==> config.mk <==
export PLATFORM = sky130hd
export DESIGN_NAME = count_sweep_ctrl
export DESIGN_NICKNAME = d
export VERILOG_FILES = /design/src/rtl/count_sweep_pkg.sv /design/src/rtl/count_sweep_dwell_timer.sv /design/src/rtl/count_sweep_ctrl.sv
export SDC_FILE = /design/constraint.sdc
export NUM_CORES = 1
export LEC_CHECK = 0
export ABC_CLOCK_PERIOD_IN_PS = 11000
export CORE_AREA = 8 8 152 154
export CTS_CLUSTER_DIAMETER = 100
export DETAILED_ROUTE_END_ITERATION = 8
export DIE_AREA = 0 0 160 162
export PLACE_DENSITY = 0.69
export SYNTH_ARGS = -nofsm -noshare
export SYNTH_HDL_FRONTEND = slang
export SYNTH_SLANG_ARGS = --single-unit
==> constraint.sdc <==
create_clock -name clk -period 11 [get_ports clk]
set_input_delay 2.2 -clock clk [delete_from_list [all_inputs] [get_ports clk]]
set_output_delay 2.2 -clock clk [all_outputs]
set_load 0.005 [all_outputs]
==> src/rtl/count_sweep_pkg.sv <==
// Shared types and default sizes for the count sweep controller.
package count_sweep_pkg;

   localparam int CS_WIDTH   = 32;
   localparam int CS_SWEEP_W = 8;

   typedef enum logic [2:0] {
      IDLE     = 3'd0,
      LOAD     = 3'd1,
      UP       = 3'd2,
      DOWN     = 3'd3,
      DWELL_HI = 3'd4,
      DWELL_LO = 3'd5
   } state_t;

endpackage

==> src/rtl/count_sweep_dwell_timer.sv <==
// Dwell down-counter: loads LOAD_VAL, then counts down; o_expire marks the last dwell cycle.
// Only instantiated when COUNT_SWEEP_DWELL_EN is defined.
module count_sweep_dwell_timer #(
   parameter int CNT_W    = 3,
   parameter int LOAD_VAL = 4
) (
   input  logic clk,
   input  logic rst_s,
   input  logic i_load,
   output logic o_expire
);

   logic [CNT_W-1:0] r_cnt;

   always_ff @(posedge clk) begin
      if (rst_s)
         r_cnt <= '0;
      else if (i_load)
         r_cnt <= CNT_W'(LOAD_VAL);
      else if (r_cnt != '0)
         r_cnt <= r_cnt - 1'b1;
   end

   // A load value of 0 or 1 still gives a single dwell cycle.
   assign o_expire = (r_cnt <= CNT_W'(1));

endmodule

==> src/rtl/count_sweep_ctrl.sv <==
// Drives an external up/down preloadable counter so its value sweeps lo..hi..lo.
// Optional dwell at each extreme is enabled by defining COUNT_SWEEP_DWELL_EN.
module count_sweep_ctrl
   import count_sweep_pkg::*;
#(
   parameter int WIDTH        = CS_WIDTH,
   parameter int SWEEP_W      = CS_SWEEP_W,
   parameter int DWELL_CYCLES = 4
) (
   input  logic               clk,
   input  logic               rst_s,
   input  logic               start,
   input  logic               abort,
   input  logic [WIDTH-1:0]   lo_bound,
   input  logic [WIDTH-1:0]   hi_bound,
   input  logic [SWEEP_W-1:0] num_sweeps,
   input  logic [WIDTH-1:0]   cnt_q,
   output logic [WIDTH-1:0]   din,
   output logic               preLoad,
   output logic               asc,
   output logic               busy,
   output logic               turn,
   output logic               done,
   output logic               err,
   output logic [SWEEP_W-1:0] sweep_cnt
);

   state_t             r_state;
   logic [WIDTH-1:0]   r_lo;
   logic [WIDTH-1:0]   r_hi;
   logic [SWEEP_W-1:0] r_num;
   logic [SWEEP_W-1:0] r_sweep_cnt;
   logic               r_turn;
   logic               r_done;
   logic               r_err;

   logic               w_at_hi;
   logic               w_at_lo;
   logic [SWEEP_W-1:0] w_sweep_nxt;
   logic               w_last;
   state_t             w_after_up;
   state_t             w_after_down;

   // Turn one step early: the counter reaches the extreme on the same edge.
   assign w_at_hi     = (cnt_q >= r_hi - 1'b1);
   assign w_at_lo     = (cnt_q <= r_lo + 1'b1);
   assign w_sweep_nxt = r_sweep_cnt + 1'b1;
   assign w_last      = (r_num != '0) && (w_sweep_nxt == r_num);

`ifdef COUNT_SWEEP_DWELL_EN
   localparam int TW = (DWELL_CYCLES < 1) ? 1 : $clog2(DWELL_CYCLES + 1);

   logic w_dwell_load;
   logic w_dwell_exp;

   assign w_dwell_load = ((r_state == UP) && w_at_hi) ||
                         ((r_state == DOWN) && w_at_lo && !w_last);
   assign w_after_up   = DWELL_HI;
   assign w_after_down = DWELL_LO;

   count_sweep_dwell_timer #(
      .CNT_W    (TW),
      .LOAD_VAL (DWELL_CYCLES)
   ) u_dwell (
      .clk      (clk),
      .rst_s    (rst_s),
      .i_load   (w_dwell_load),
      .o_expire (w_dwell_exp)
   );
`else
   assign w_after_up   = DOWN;
   assign w_after_down = UP;
`endif

   always_ff @(posedge clk) begin
      if (rst_s) begin
         r_state     <= IDLE;
         r_lo        <= '0;
         r_hi        <= '0;
         r_num       <= '0;
         r_sweep_cnt <= '0;
         r_turn      <= 1'b0;
         r_done      <= 1'b0;
         r_err       <= 1'b0;
      end else begin
         r_turn <= 1'b0;
         r_done <= 1'b0;
         r_err  <= 1'b0;
         if (abort) begin
            r_state <= IDLE;
         end else begin
            case (r_state)
               IDLE: begin
                  if (start) begin
                     if (lo_bound < hi_bound) begin
                        r_lo        <= lo_bound;
                        r_hi        <= hi_bound;
                        r_num       <= num_sweeps;
                        r_sweep_cnt <= '0;
                        r_state     <= LOAD;
                     end else begin
                        r_err <= 1'b1;
                     end
                  end
               end
               LOAD: r_state <= UP;
               UP: begin
                  if (w_at_hi) begin
                     r_turn  <= 1'b1;
                     r_state <= w_after_up;
                  end
               end
               DOWN: begin
                  if (w_at_lo) begin
                     r_sweep_cnt <= w_sweep_nxt;
                     if (w_last) begin
                        r_done  <= 1'b1;
                        r_state <= IDLE;
                     end else begin
                        r_turn  <= 1'b1;
                        r_state <= w_after_down;
                     end
                  end
               end
`ifdef COUNT_SWEEP_DWELL_EN
               DWELL_HI: if (w_dwell_exp) r_state <= DOWN;
               DWELL_LO: if (w_dwell_exp) r_state <= UP;
`endif
               default: r_state <= IDLE;
            endcase
         end
      end
   end

   // Everything except UP/DOWN holds the counter by preloading it.
   always_comb begin
      preLoad = 1'b1;
      asc     = 1'b0;
      din     = cnt_q;
      case (r_state)
         LOAD: din = r_lo;
         UP: begin
            preLoad = 1'b0;
            asc     = 1'b1;
         end
         DOWN: preLoad = 1'b0;
         default: ;
      endcase
   end

   assign busy      = (r_state != IDLE);
   assign turn      = r_turn;
   assign done      = r_done;
   assign err       = r_err;
   assign sweep_cnt = r_sweep_cnt;

endmodule

==> report_table.html <==
<table>
<tr><th>Metric</th><th>Value</th></tr>
<tr><th colspan="2">Run status</th></tr>
<tr><td>Result of the run</td><td>complete, no violations</td></tr>
<tr><th colspan="2">Hold path</th></tr>
<tr><td>Endpoint of the worst hold path</td><td>sweep_cnt[1]</td></tr>
<tr><td>Min-Delay Path Depth</td><td>2</td></tr>
<tr><td>HP Class</td><td>register to register</td></tr>
<tr><td>Startpoint of the most critical hold path</td><td>sweep_cnt[1]</td></tr>
<tr><th colspan="2">Setup path</th></tr>
<tr><td>WP data arrival</td><td>3490 ps</td></tr>
<tr><td>Gate family responsible for the most delay along the worst path</td><td>buffers and inverters</td></tr>
<tr><td>Number of cells traversed by the worst register-to-register path</td><td>16</td></tr>
<tr><td>Crit-path most repeated cell</td><td>sky130_fd_sc_hd__clkdlybuf4s50_1</td></tr>
<tr><td>Stage delay of the slowest cell on the critical path</td><td>580 ps</td></tr>
<tr><td>Launch point of the worst reg-to-reg path</td><td>r_lo[0]</td></tr>
<tr><td>Buffering stage count on the worst path with inverters included</td><td>2</td></tr>
<tr><td>Capture point of the worst reg-to-reg path</td><td>r_state[0]</td></tr>
<tr><td>Highest-delay cell along the critical path</td><td>sky130_fd_sc_hd__clkdlybuf4s50_1</td></tr>
<tr><td>Minimum setup slack among reg-to-reg paths</td><td>6020 ps</td></tr>
<tr><td>Worst path required time</td><td>8800 ps</td></tr>
<tr><td>Cells along the critical path</td><td>clkdlybuf4s50_1 -&gt; mux2_2 -&gt; clkdlybuf4s50_1</td></tr>
<tr><td>Crit path launch type</td><td>primary input</td></tr>
<tr><td>Class of the most critical setup path</td><td>primary input to output port</td></tr>
<tr><td>Crit-path max FO</td><td>3</td></tr>
<tr><td>Nature of the critical path endpoint</td><td>output port</td></tr>
<tr><th colspan="2">Synthesis</th></tr>
<tr><td>Portion of synthesized cell area occupied by the leading cell type</td><td>23.8%</td></tr>
<tr><td>Sequential area share after synthesis</td><td>23.8%</td></tr>
<tr><td>Yosys cell types</td><td>58</td></tr>
<tr><td>Primary flip-flop cell chosen by synthesis mapping</td><td>sky130_fd_sc_hd__dfxtp_1</td></tr>
<tr><td>Synthesized flop and latch total</td><td>85</td></tr>
<tr><td>Number of enable-type register cells in the synthesized netlist</td><td>0</td></tr>
<tr><td>Cell types with the highest counts after synthesis</td><td>110 x sky130_fd_sc_hd__nor2_1, 102 x sky130_fd_sc_hd__ha_1, 85 x sky130_fd_sc_hd__dfxtp_1</td></tr>
<tr><td>Number of nets produced by synthesis</td><td>1,047</td></tr>
<tr><td>Syn Inst Count</td><td>837</td></tr>
<tr><td>Dominant cells by area after synthesis</td><td>sky130_fd_sc_hd__dfxtp_1 24%, sky130_fd_sc_hd__ha_1 18%, sky130_fd_sc_hd__mux2i_1 10%</td></tr>
<tr><td>Netlist Area Pre-Place</td><td>7140 um2</td></tr>
<tr><td>Library cell with the largest summed area after synthesis</td><td>sky130_fd_sc_hd__dfxtp_1</td></tr>
<tr><td>Synthesis Warnings</td><td>0</td></tr>
<tr><td>Fraction of registers with async set or reset after synthesis</td><td>0%</td></tr>
<tr><td>Most used standard cell by instance count after synthesis</td><td>sky130_fd_sc_hd__nor2_1</td></tr>
<tr><td>Mean area per synthesized cell</td><td>8.53 um2</td></tr>
<tr><th colspan="2">Pwr</th></tr>
<tr><td>Standby leakage power</td><td>3.55 nW</td></tr>
<tr><td>Power per Cell Area</td><td>114 nW/um2</td></tr>
<tr><td>Total power</td><td>1.05 mW</td></tr>
<tr><td>Max VDD drop</td><td>0.0000608 V</td></tr>
<tr><th colspan="2">Drt</th></tr>
<tr><td>Via count</td><td>6,527</td></tr>
<tr><td>Iteration-0 DRC Markers</td><td>288</td></tr>
<tr><td>Total detailed-routing wirelength</td><td>21,100 um</td></tr>
<tr><td>Antenna Violating Nets Remaining</td><td>0</td></tr>
<tr><td>Detail-routed net length per standard cell</td><td>16.8 um</td></tr>
<tr><td>Number of search-and-repair iterations in the first detailed-routing pass</td><td>4</td></tr>
<tr><td>Number of DRC violations after detailed routing</td><td>0</td></tr>
<tr><td>Routed vias/inst</td><td>5.18</td></tr>
<tr><th colspan="2">CTS</th></tr>
<tr><td>Root Buffer</td><td>sky130_fd_sc_hd__clkbuf_16</td></tr>
<tr><td>TritonCTS Buffers</td><td>9</td></tr>
<tr><td>Source-to-sink clock delay at the later pin of the worst-skew pair</td><td>350 ps</td></tr>
<tr><td>Post-CTS setup repair buffer count</td><td>0</td></tr>
<tr><td>Hold_buf cts</td><td>0</td></tr>
<tr><td>Number of buffers between clock root and the deepest sink</td><td>2</td></tr>
<tr><td>Clock slew seen by the registers of the worst setup and hold paths</td><td>60 ps</td></tr>
<tr><td>Clock tree from TritonCTS</td><td>yes</td></tr>
<tr><td>CTS H-Tree Depth</td><td>3</td></tr>
<tr><td>Total clock sinks</td><td>85</td></tr>
<tr><td>Resized cells post-CTS</td><td>0</td></tr>
<tr><th colspan="2">STA</th></tr>
<tr><td>Headroom to the max-slew limit</td><td>38.2%</td></tr>
<tr><td>Fin crit share</td><td>51.8%</td></tr>
<tr><td>Setup repair after global routing missed its margin</td><td>false</td></tr>
<tr><td>Worst slew pin tran</td><td>927 ps</td></tr>
<tr><td>Hold Vio Cnt, Final</td><td>0</td></tr>
<tr><td>Final worst-path setup slack</td><td>5310 ps</td></tr>
<tr><td>Count of endpoints failing setup in the final report</td><td>0</td></tr>
<tr><td>Final worst clock skew</td><td>7.34 ps</td></tr>
<tr><td>Aggregate negative setup slack</td><td>0 ps</td></tr>
<tr><td>Max Clock Freq</td><td>0.176 GHz</td></tr>
<tr><td>Post-layout min period</td><td>5690 ps</td></tr>
<tr><td>Number of max-slew violations in the final report</td><td>0</td></tr>
<tr><th colspan="2">Floorplan</th></tr>
<tr><td>Die Span X</td><td>160 um</td></tr>
<tr><td>Cell row count</td><td>53</td></tr>
<tr><td>Die ar.</td><td>25,900 um2</td></tr>
<tr><td>Die extent in y</td><td>162 um</td></tr>
<tr><td>Initial Util</td><td>34.5%</td></tr>
<tr><td>Core ar.</td><td>20,700 um2</td></tr>
<tr><td>I/O Pins</td><td>154</td></tr>
<tr><th colspan="2">Cells and area</th></tr>
<tr><td>Diode count</td><td>0</td></tr>
<tr><td>Synthesis-to-finish area growth</td><td>29.3%</td></tr>
<tr><td>Proportion of layout cells with a drive suffix above 1</td><td>7.41%</td></tr>
<tr><td>Layout Nets</td><td>1,190</td></tr>
<tr><th colspan="2">Place</th></tr>
<tr><td>Setup Slack @ Placement</td><td>5250 ps</td></tr>
<tr><td>GPL Wtd Cong</td><td>0.854</td></tr>
<tr><td>Dpl hpwl</td><td>16,900 um</td></tr>
<tr><td>Total of buffers placed on input and output ports</td><td>153</td></tr>
<tr><th colspan="2">Flow run</th></tr>
<tr><td>Number of max-cap violations</td><td>0</td></tr>
<tr><th colspan="2">Global route</th></tr>
<tr><td>Largest net degree at the start of global routing</td><td>82</td></tr>
<tr><td>Remaining global-route overflow</td><td>0</td></tr>
<tr><td>Wire length of the first global-routing pass</td><td>33,900 um</td></tr>
<tr><td>Vias in the first global route</td><td>6,535</td></tr>
<tr><td>Global-route usage over all layers</td><td>16.0%</td></tr>
<tr><td>Number of antenna violations at the first check in global routing</td><td>1</td></tr>
</table>
## logic make-up (layout without fill, tap and decap cells)
kind of cell / count (synthesis) / after routing / synth area share, %
buffers and inverters: 75 / 223 / 4.35
XOR/XNOR: 71 / 71 / 8.71
flip-flops: 85 / 85 / 23.8
AND/OR/NAND/NOR: 291 / 291 / 20.2
AO/OA/AOI/OAI: 107 / 107 / 9.62
adder cells (fa/ha/maj): 102 / 102 / 17.9
multiplexers: 106 / 106 / 15.4
## worst min-delay path, delay by kind of cell, from the launching register on
kind          cells  cell delay (ps)
simple gates      1               60
flops             1              330
mux               1               50
## report_power, final
part | internal (mW) | switching, mW | leakage [nW]
Sequential | 0.322 | 0.0198 | 0.690
Clock | 0.184 | 0.141 | 0.142
Combinational | 0.195 | 0.191 | 2.71
## per-layer routing
layer,vias up,wire [um],global-route usage (%)
met5,-,9,0
met2,148,9910,27.5
met1,3073,9820,19.8
met4,2,252,3.40
met3,19,1140,4.18
li1,3285,-,-
## metrics by stage
stage               utilization (%)  std cells  hold slack (ps)  area, um2
CTS                            44.6       1260              503       9230
global route                   44.6       1260              533       9230
floorplan                         -        837              480       7140
global placement               43.1       1244              483       8920
detailed placement             43.1       1244              489       8920
finish                         44.6       1260              497       9230
## cell type report
class,count,area [um2]
tap,275,344
inverter,51,191
sequential,85,1700
timing repair buffer,156,1550
fill,2070,11500
clock inverter,6,70.1
multi-input combinational,677,5130
clock buffer,10,239
## worst max path at each step
stage               slack, ps  cells after the start       end          from
floorplan                6350                      1   din[10]     cnt_q[10]
global placement         5280                      4    din[0]      cnt_q[0]
detailed placement       5250                     11  r_hi[12]  hi_bound[13]
CTS                      5280                      4    din[0]      cnt_q[0]
global route             5270                      4    din[0]      cnt_q[0]
finish                   5310                      3    din[2]      cnt_q[2]
## registers in the layout (all words and copies together), names as in the netlist
signal     cells
r_state        2
err            1
r_lo          32
sweep_cnt      8
done           1
r_num          8
r_hi          32
turn           1
## cells in the final DEF, fill, tap and decap left out, types with 5 or more instances in the layout
cell type                         Yosys  layout
sky130_fd_sc_hd__o32ai_1              5       5
sky130_fd_sc_hd__dfxtp_1             85      85
sky130_fd_sc_hd__a2111oi_0            6       5
sky130_fd_sc_hd__nor2_1             110     110
sky130_fd_sc_hd__clkbuf_16            0       9
sky130_fd_sc_hd__inv_1               50      50
sky130_fd_sc_hd__ha_1               102     101
sky130_fd_sc_hd__nand2b_1             5       5
sky130_fd_sc_hd__nand3_1             24      24
sky130_fd_sc_hd__a21oi_1             40      40
sky130_fd_sc_hd__or4_1                8       8
sky130_fd_sc_hd__o21ai_0             22      22
sky130_fd_sc_hd__nand4_1             20      20
sky130_fd_sc_hd__or3_1                7       7
sky130_fd_sc_hd__a211oi_1             5       5
sky130_fd_sc_hd__nor3_1              23      23
sky130_fd_sc_hd__mux2i_1             74      74
sky130_fd_sc_hd__nand2_1             59      59
sky130_fd_sc_hd__xor2_1              25      25
sky130_fd_sc_hd__and3_1               9       9
sky130_fd_sc_hd__clkdlybuf4s50_1      0     152
sky130_fd_sc_hd__xnor2_1             46      46
sky130_fd_sc_hd__mux2_2              32      32
(Power assumes the default switching activity.)
